===== config.mk =====
export PLATFORM = sky130hd
export DESIGN_NAME = wb_stage
export DESIGN_NICKNAME = d
export VERILOG_FILES = /design/src/rtl/rv32i_pkg.sv /design/src/rtl/wb_stage_load_align.sv /design/src/rtl/wb_stage.sv
export SDC_FILE = /design/constraint.sdc
export NUM_CORES = 1
export LEC_CHECK = 0
export CORE_MARGIN = 4
export CORE_UTILIZATION = 47
export CTS_BUF_LIST = sky130_fd_sc_hd__clkbuf_8 sky130_fd_sc_hd__clkbuf_16
export DETAILED_ROUTE_END_ITERATION = 12
export PLACE_DENSITY = 0.82
export SLEW_MARGIN = 20
export SYNTH_ARGS = -nofsm -noshare
export SYNTH_HDL_FRONTEND = slang
export SYNTH_SLANG_ARGS = --single-unit

===== constraint.sdc =====
create_clock -name clk -period 3.1 [get_ports clk]
set_clock_uncertainty 0.05 [all_clocks]
set_input_delay 0.775 -clock clk [delete_from_list [all_inputs] [get_ports clk]]
set_output_delay 0.775 -clock clk [all_outputs]
set_load 0.01 [all_outputs]

===== src/rtl/rv32i_pkg.sv =====
// Shared RV32I definitions for the writeback stage: load width codes,
// WB state encoding and the MEM/WB pipeline bundle.
package rv32i_pkg;

    localparam logic [2:0] F3_LB  = 3'b000;
    localparam logic [2:0] F3_LH  = 3'b001;
    localparam logic [2:0] F3_LW  = 3'b010;
    localparam logic [2:0] F3_LBU = 3'b100;
    localparam logic [2:0] F3_LHU = 3'b101;

    typedef enum logic [1:0] {
        ST_IDLE      = 2'd0,
        ST_ACTIVE    = 2'd1,
        ST_WAIT_LOAD = 2'd2
    } wb_state_e;

    typedef struct packed {
        logic [4:0]  rd;
        logic        wen;
        logic [31:0] result;
        logic        is_load;
        logic [2:0]  funct3;
        logic [1:0]  addr_lo;
    } mem_wb_t;

endpackage


===== src/rtl/wb_stage_load_align.sv =====
// Load data alignment: selects the addressed byte/half of the raw memory
// word and sign- or zero-extends it to 32 bits according to funct3.
import rv32i_pkg::*;

module load_align (
    input  logic [2:0]  funct3,
    input  logic [1:0]  addr_lo,
    input  logic [31:0] rdata,
    output logic [31:0] value
);

    logic [7:0]  byte_sel;
    logic [15:0] half_sel;

    // NOTE: every always_comb output gets a default first so no path leaves it unassigned (no latch).
    always_comb begin
        byte_sel = rdata[7:0];
        case (addr_lo)
            2'd1:    byte_sel = rdata[15:8];
            2'd2:    byte_sel = rdata[23:16];
            2'd3:    byte_sel = rdata[31:24];
            default: byte_sel = rdata[7:0];
        endcase
        half_sel = addr_lo[1] ? rdata[31:16] : rdata[15:0];

        value = rdata;
        case (funct3)
            F3_LB:   value = {{24{byte_sel[7]}}, byte_sel};
            F3_LH:   value = {{16{half_sel[15]}}, half_sel};
            F3_LBU:  value = {24'd0, byte_sel};
            F3_LHU:  value = {16'd0, half_sel};
            default: value = rdata;
        endcase
    end

endmodule


===== src/rtl/wb_stage.sv =====
// RV32I writeback stage: MEM/WB register, load-response wait FSM, register
// file write port and retired-instruction counter.
import rv32i_pkg::*;

module wb_stage (
    input  logic        clk,
    input  logic        rst,
    input  logic        mem_valid_i,
    input  logic [4:0]  mem_rd_i,
    input  logic        mem_wen_i,
    input  logic [31:0] mem_result_i,
    input  logic        mem_is_load_i,
    input  logic [2:0]  mem_funct3_i,
    input  logic [1:0]  mem_addr_lo_i,
    input  logic        dmem_rvalid_i,
    input  logic [31:0] dmem_rdata_i,
    output logic        stall_o,
    output logic [4:0]  reg_addr_o,
    output logic [31:0] reg_data_o,
    output logic        reg_wen_o,
    output logic [63:0] instret_o
);

    wb_state_e   state_q, state_d;
    mem_wb_t     wb_q, wb_d;
    logic [63:0] instret_q;
    logic [31:0] load_value;
    logic        busy, commit, stall;

    load_align u_load_align (
        .funct3  (wb_q.funct3),
        .addr_lo (wb_q.addr_lo),
        .rdata   (dmem_rdata_i),
        .value   (load_value)
    );

    assign busy   = (state_q != ST_IDLE);
    assign stall  = busy && wb_q.is_load && !dmem_rvalid_i;
    assign commit = busy && (!wb_q.is_load || dmem_rvalid_i);

    assign wb_d = '{rd: mem_rd_i, wen: mem_wen_i, result: mem_result_i,
                    is_load: mem_is_load_i, funct3: mem_funct3_i,
                    addr_lo: mem_addr_lo_i};

    always_comb begin
        state_d = state_q;
        if (stall)
            state_d = ST_WAIT_LOAD;
        else
            state_d = mem_valid_i ? ST_ACTIVE : ST_IDLE;
    end

    // NOTE: sequential state uses non-blocking assignments so every register samples pre-edge values.
    always_ff @(posedge clk or negedge rst) begin
        if (!rst) begin
            state_q   <= ST_IDLE;
            wb_q      <= '0;
            instret_q <= '0;
        end else begin
            state_q <= state_d;
            if (!stall)
                wb_q <= wb_d;
            if (commit)
                instret_q <= instret_q + 64'd1;
        end
    end

    // Outputs are gated by occupancy so a stale WB register never leaks out.
    assign stall_o    = stall;
    assign reg_wen_o  = commit && wb_q.wen && (wb_q.rd != 5'd0);
    assign reg_addr_o = busy ? wb_q.rd : 5'd0;
    assign reg_data_o = !busy ? 32'd0 : (wb_q.is_load ? load_value : wb_q.result);
    assign instret_o  = instret_q;

endmodule

Word-level counts from Yosys, hierarchy flattened
Index checks and enable logic that the tools add are counted.
{"block": "totals", "input_bits": 80, "out_inout_bits": 103, "regBits": 110, "word_cells": 34}
{"block": "op_classes", "mux": 8, "n_addsub": 1, "reduce_logical": 11, "n_eq_ne": 6}
{"operator": "32-bit one-hot mux with 4 select lines", "n": 1}
{"operator": "64-bit by 1-bit adder with 64-bit output (second input constant)", "n": 1}
{"operator": "32-bit two-way mux", "n": 2}
{"operator": "8-bit one-hot mux with 3 select lines", "n": 1}
{"operator": "16-bit two-way mux", "n": 1}
{"operator": "3-bit == test (second input constant)", "n": 2}
{"operator": "1-bit logical AND", "n": 5}
{"operator": "5-bit two-way mux", "n": 1}
{"operator": "5-bit nonzero test", "n": 1}
{"operator": "2-bit == test (second input constant)", "n": 2}
{"operator": "3-bit by 1-bit == test with 1-bit output (second input constant)", "n": 1}
{"operator": "3-bit zero test", "n": 1}
{"operator": "2-bit by 1-bit == test with 1-bit output (second input constant)", "n": 1}
{"operator": "1-bit zero test", "n": 2}
{"operator": "2-bit two-way mux", "n": 1}
{"operator": "2-bit nonzero test", "n": 1}
{"operator": "1-bit logical OR", "n": 1}
{"operator": "1-bit two-way mux", "n": 1}

Longest topological paths before layout
{"block": "depth", "depth_word": 5, "depth_mapped": 7, "mapped_depth_nobuf": 6}

Modules after synthesis
Synthesis repeated with hierarchy kept, for this count alone.
{"block": "hier_totals", "cells_unflattened": 583, "area_unflattened_um2": 5909.4}
{"mod": "wb_stage", "area_each_um2": 5260.0, "cells_per_inst": 473, "instances": 1, "seq_area_each_um2": 2752.6}
{"mod": "load_align", "area_each_um2": 649.4, "cells_per_inst": 110, "instances": 1, "seq_area_each_um2": 0.0}

Worst setup path after synthesis
No wires, ideal clock.
{"block": "synth_path", "path_kind": "input-to-output", "from": "input port dmem_rdata_i[23]", "to": "output port reg_data_o[21]", "arrival_time_ns": 2.078, "cell_stages": 5, "n_path_buf": 1, "required_ns": 2.275, "slack_ns": 0.197, "path_cell_list": "mux4_2 -> nand2b_1 -> a2111oi_4 -> clkbuf_1 -> a221o_1"}
{"block": "synth_via", "elab_chain_cells": 4}
{"item": "from (decl)", "line_no": "wb_stage.sv:16", "text": "input logic [31:0] dmem_rdata_i,"}
{"item": "8-bit one-hot mux with 3 select lines", "line_no": "wb_stage_load_align.sv:18", "text": "case (addr_lo)"}
{"item": "32-bit one-hot mux with 4 select lines", "line_no": "wb_stage_load_align.sv:27", "text": "case (funct3)"}
{"item": "32-bit two-way mux (2 in a row)", "line_no": "wb_stage.sv:72", "text": "assign reg_data_o = !busy ? 32'd0 : (wb_q.is_load ? load_value : wb_q.result);"}
{"item": "to (decl)", "line_no": "wb_stage.sv:19", "text": "output logic [31:0] reg_data_o,"}
No other way between the ends.

Worst setup path in the final report
{"block": "layout_path", "from": "input port dmem_rdata_i[7]", "to": "output port reg_data_o[13]"}
Same word-level chain as after synthesis.

==> flow_metrics.env <==
export IMPL_kind_of_path_behind_the_tightest_hold_check="register to register"
export IMPL_post_synth_cell_area_avg_um2=10.8
export IMPL_synth_cells=520
export IMPL_hold_violations=0
export IMPL_cp_cell_sequence="buf_2 > mux4_2 > a21oi_2 > buf_4 > buf_6 > buf_6 > buf_6 > buf_6 > a221oi_2 > a21o_1 > buf_2"
export IMPL_synth_ff_latch_count=110
export IMPL_die_area_mm2=0.0138
export IMPL_post_synth_top_area_cell="sky130_fd_sc_hd__dfrtp_1"
export IMPL_syn2layout_area_growth_pct=45.4
export IMPL_critPathBufInv=7
export IMPL_powerDensity_mw_per_mm2=441
export IMPL_most_common_cell_after_layout_fill_and_taps_aside="sky130_fd_sc_hd__clkdlybuf4s50_1"
export IMPL_mappedNetlistNets=601
export IMPL_slowest_delay_ns=0.49
export IMPL_synth_top_area_share_pct=49.0
export IMPL_outcome="complete, but fails checks"
export IMPL_number_of_antenna_violations_at_the_first_check_in_global_routing=0
export IMPL_setup_repair_after_global_routing_missed_its_margin="yes"
export IMPL_tritoncts_num_buffers=9
export IMPL_cp_max_fo=3
export IMPL_initial_core_util_pct=48.6
export IMPL_post_route_worst_setup_slack_ns=-0.139
export IMPL_vias_per_cell=5.61
export IMPL_drtIter0Drc=350
export IMPL_insertion_delay_ns=0.34
export IMPL_placement_cell_area_mm2=0.00779
export IMPL_max_slew_margin_pct=53.7
export IMPL_drc_errors=0
export IMPL_clk_root_buffer_cell="sky130_fd_sc_hd__clkbuf_16"
export IMPL_power_leakage_uw=0.00368
export IMPL_synthDistinctLibCells=38
export IMPL_failed_checks="setup timing"
export IMPL_clock_tree_htree_level_count=3
export IMPL_fmax_mhz=309
export IMPL_globalRouteTotalUtil_pct=24.5
export IMPL_dpl_hpwl_um=12700
export IMPL_critical_path_startpoint_type="primary input"
export IMPL_max_cap_violations=0
export IMPL_timing_setup_critical_path_class="primary input to output pin"
export IMPL_worstMarginPinSlew_ns=0.695
export IMPL_via_count_of_the_first_global_routing_pass=5126
export IMPL_grt_pass1_wl_um=27400
export IMPL_finalSetupViolCount=17
export IMPL_routed_wire_length_per_instance_um=19.5
export IMPL_timing_critical_path_arrival_ns=2.41
export IMPL_setup_worst_path_end_class="output pin"
export IMPL_die_height_um=117
export IMPL_ios=183
export IMPL_crit_required_ns=2.27
export IMPL_path_delay_family="buffers and inverters"
export IMPL_cp_common_cell="sky130_fd_sc_hd__buf_6"
export IMPL_post_syn_area_mm2=0.00562
export IMPL_postRouteAntennaNets=0
export IMPL_tritoncts="built"
export IMPL_final_max_slew_violation_count=0
export IMPL_final_cell_area_mm2=0.00817
export IMPL_io_buffer_count=182
export IMPL_core_mm2=0.0116
export IMPL_antenna_diode_count=0
export IMPL_crit_path_top_delay_cell="sky130_fd_sc_hd__mux4_2"
export IMPL_netlist_top_cells_area="sky130_fd_sc_hd__dfrtp_1 (49%), sky130_fd_sc_hd__mux2_2 (10%), sky130_fd_sc_hd__xor2_1 (5.5%), sky130_fd_sc_hd__xnor2_1 (4.4%), sky130_fd_sc_hd__a221o_1 (2.9%)"
export IMPL_floorplan_rows=39
export IMPL_power_ir_vdd_worst_mv=0.287
export IMPL_via_count=4926
export IMPL_drt_total_wl_um=17100
export IMPL_ys_seq_area_share_pct=49.0
export IMPL_gp_routability_congestion=0.909
export IMPL_post_route_clock_period_utilization_pct=104
export IMPL_clock_tree_buffer_depth=2
export IMPL_dp_worst_setup_slack_ns=-0.628
export IMPL_layout_drive_gt1_share_pct=22.4
export IMPL_grt_max_degree=59
export IMPL_numClockSinks=110
export IMPL_fin_crit_ns=3.24
export IMPL_nNetsFinal=811
export IMPL_clkSlewWorstSetupHoldPaths_ns=0.07
export IMPL_drt_pass1_iterations=4
export IMPL_synthesis_yosys_warnings=0
export IMPL_overflow_left_after_global_routing=0
export IMPL_floorplan_die_width_um=117
export IMPL_mostFrequentLayoutCells="sky130_fd_sc_hd__clkdlybuf4s50_1 (143), sky130_fd_sc_hd__dfrtp_1 (110), sky130_fd_sc_hd__mux2_2 (51)"
[flip-flops by register name (all words and copies together) (netlist names)]
signal	flops
instret_o	64
wb_q	44
state_q	2
[routing by layer]
metal | GRT usage [%] | share of wire [%] | wire, µm | up-vias
li1 | - | - | - | 2269
met1 | 32.2 | 42 | 7270 | 2424
met2 | 39.6 | 48 | 8130 | 209
met3 | 7.51 | 8.0 | 1370 | 24
met4 | 6.67 | 2.0 | 334 | 0
met5 | 0 | 0 | 0 | -
[Yosys cell counts (all sizes together)]
| library cell | number |
|---|---|
| a2111oi | 1 |
| a21o | 9 |
| a21oi | 22 |
| a221o | 16 |
| a221oi | 8 |
| and2 | 9 |
| and3 | 7 |
| and4 | 2 |
| and4bb | 1 |
| buf | 9 |
| clkbuf | 16 |
| dfrtp | 110 |
| ha | 1 |
| inv | 20 |
| mux2 | 51 |
| mux4 | 1 |
| nand2 | 39 |
| nand2b | 9 |
| nand3 | 30 |
| nand4 | 15 |
| nor2 | 21 |
| nor2b | 2 |
| nor3 | 25 |
| nor4 | 14 |
| o2111ai | 1 |
| o211a | 1 |
| o21ai | 8 |
| o2bb2ai | 1 |
| o311a | 1 |
| or2 | 2 |
| or3 | 3 |
| or4 | 2 |
| xnor2 | 28 |
| xor2 | 35 |
[power by group]
group | leakage [µW] | switching [µW] | internal [µW] | total (µW)
Combinational | 0.00215 | 340 | 435 | 775
Clock | 0.000159 | 514 | 697 | 1210
Sequential | 0.00137 | 96.9 | 1520 | 1620
Total | 0.00368 | 951 | 2650 | 3610
[cells by family after synthesis]
group / Yosys count / share of synthesized area [%]
AO/OA/AOI/OAI: 68 / 9.13
XOR/XNOR: 63 / 9.82
AND/OR/NAND/NOR: 181 / 18.0
flip-flops: 110 / 49.0
adder cells (fa/ha/maj): 1 / 0.223
buffers and inverters: 45 / 3.21
multiplexers: 52 / 10.6
[metrics by stage]
step | std cells | total power (µW) | hold WS (ns) | setup TNS (ns) | util (%)
global placement | 853 | 2400 | 0.409 | -15.96 | 67.3
detailed placement | 853 | 2420 | 0.415 | -16.10 | 67.3
global route | 878 | 3760 | 0.438 | -2.05 | 70.7
finish | 878 | 3610 | 0.422 | -1.36 | 70.7
CTS | 875 | 3640 | 0.425 | -0.524 | 70.8
floorplan | 520 | 1960 | 0.424 | 0 | -
[final timing paths]
check,start,slack (ns),cells after the start,end
worst max-delay path,dmem_rdata_i[7],-0.14,11,reg_data_o[13]
worst min-delay path,instret_o[63]$_DFFE_PN0P_,0.42,1,instret_o[63]$_DFFE_PN0P_
worst max register to register,wb_q[5]$_DFFE_PN0N_,0.64,7,instret_o[51]$_DFFE_PN0P_
worst min register to register,instret_o[63]$_DFFE_PN0P_,0.42,1,instret_o[63]$_DFFE_PN0P_
max in group asynchronous,rst,1.80,2,instret_o[6]$_DFFE_PN0P_
min in group asynchronous,rst,0.43,1,instret_o[43]$_DFFE_PN0P_
[worst register-to-register path, cell delays in order, from the launching register on]
cell and delay, ns:
sky130_fd_sc_hd__dfrtp_1 0.51, sky130_fd_sc_hd__buf_4 0.22, sky130_fd_sc_hd__nor2b_1 0.16, sky130_fd_sc_hd__buf_4 0.15
sky130_fd_sc_hd__and4bb_2 0.38, sky130_fd_sc_hd__nand3_4 0.28, sky130_fd_sc_hd__nor4_1 0.42, sky130_fd_sc_hd__xor2_1 0.21
[area by class of cell]
cell class	count	area, µm²
sequential	110	2750
inverter	20	75.1
multi-input combinational	365	2750
timing repair buffer	224	2100
clock inverter	4	52.6
tap	143	179
fill	868	3390
clock buffer	12	267
[repair_timing]
action | CTS | global route
pin swaps | 3 | 2
resized for setup | 109 | 23
hold buffers | 0 | 0
setup buffers | 6 | 4
setup endpoints to repair | 32 | 30
gates cloned | 1 | 0
Power figures use the tool's default switching activity.
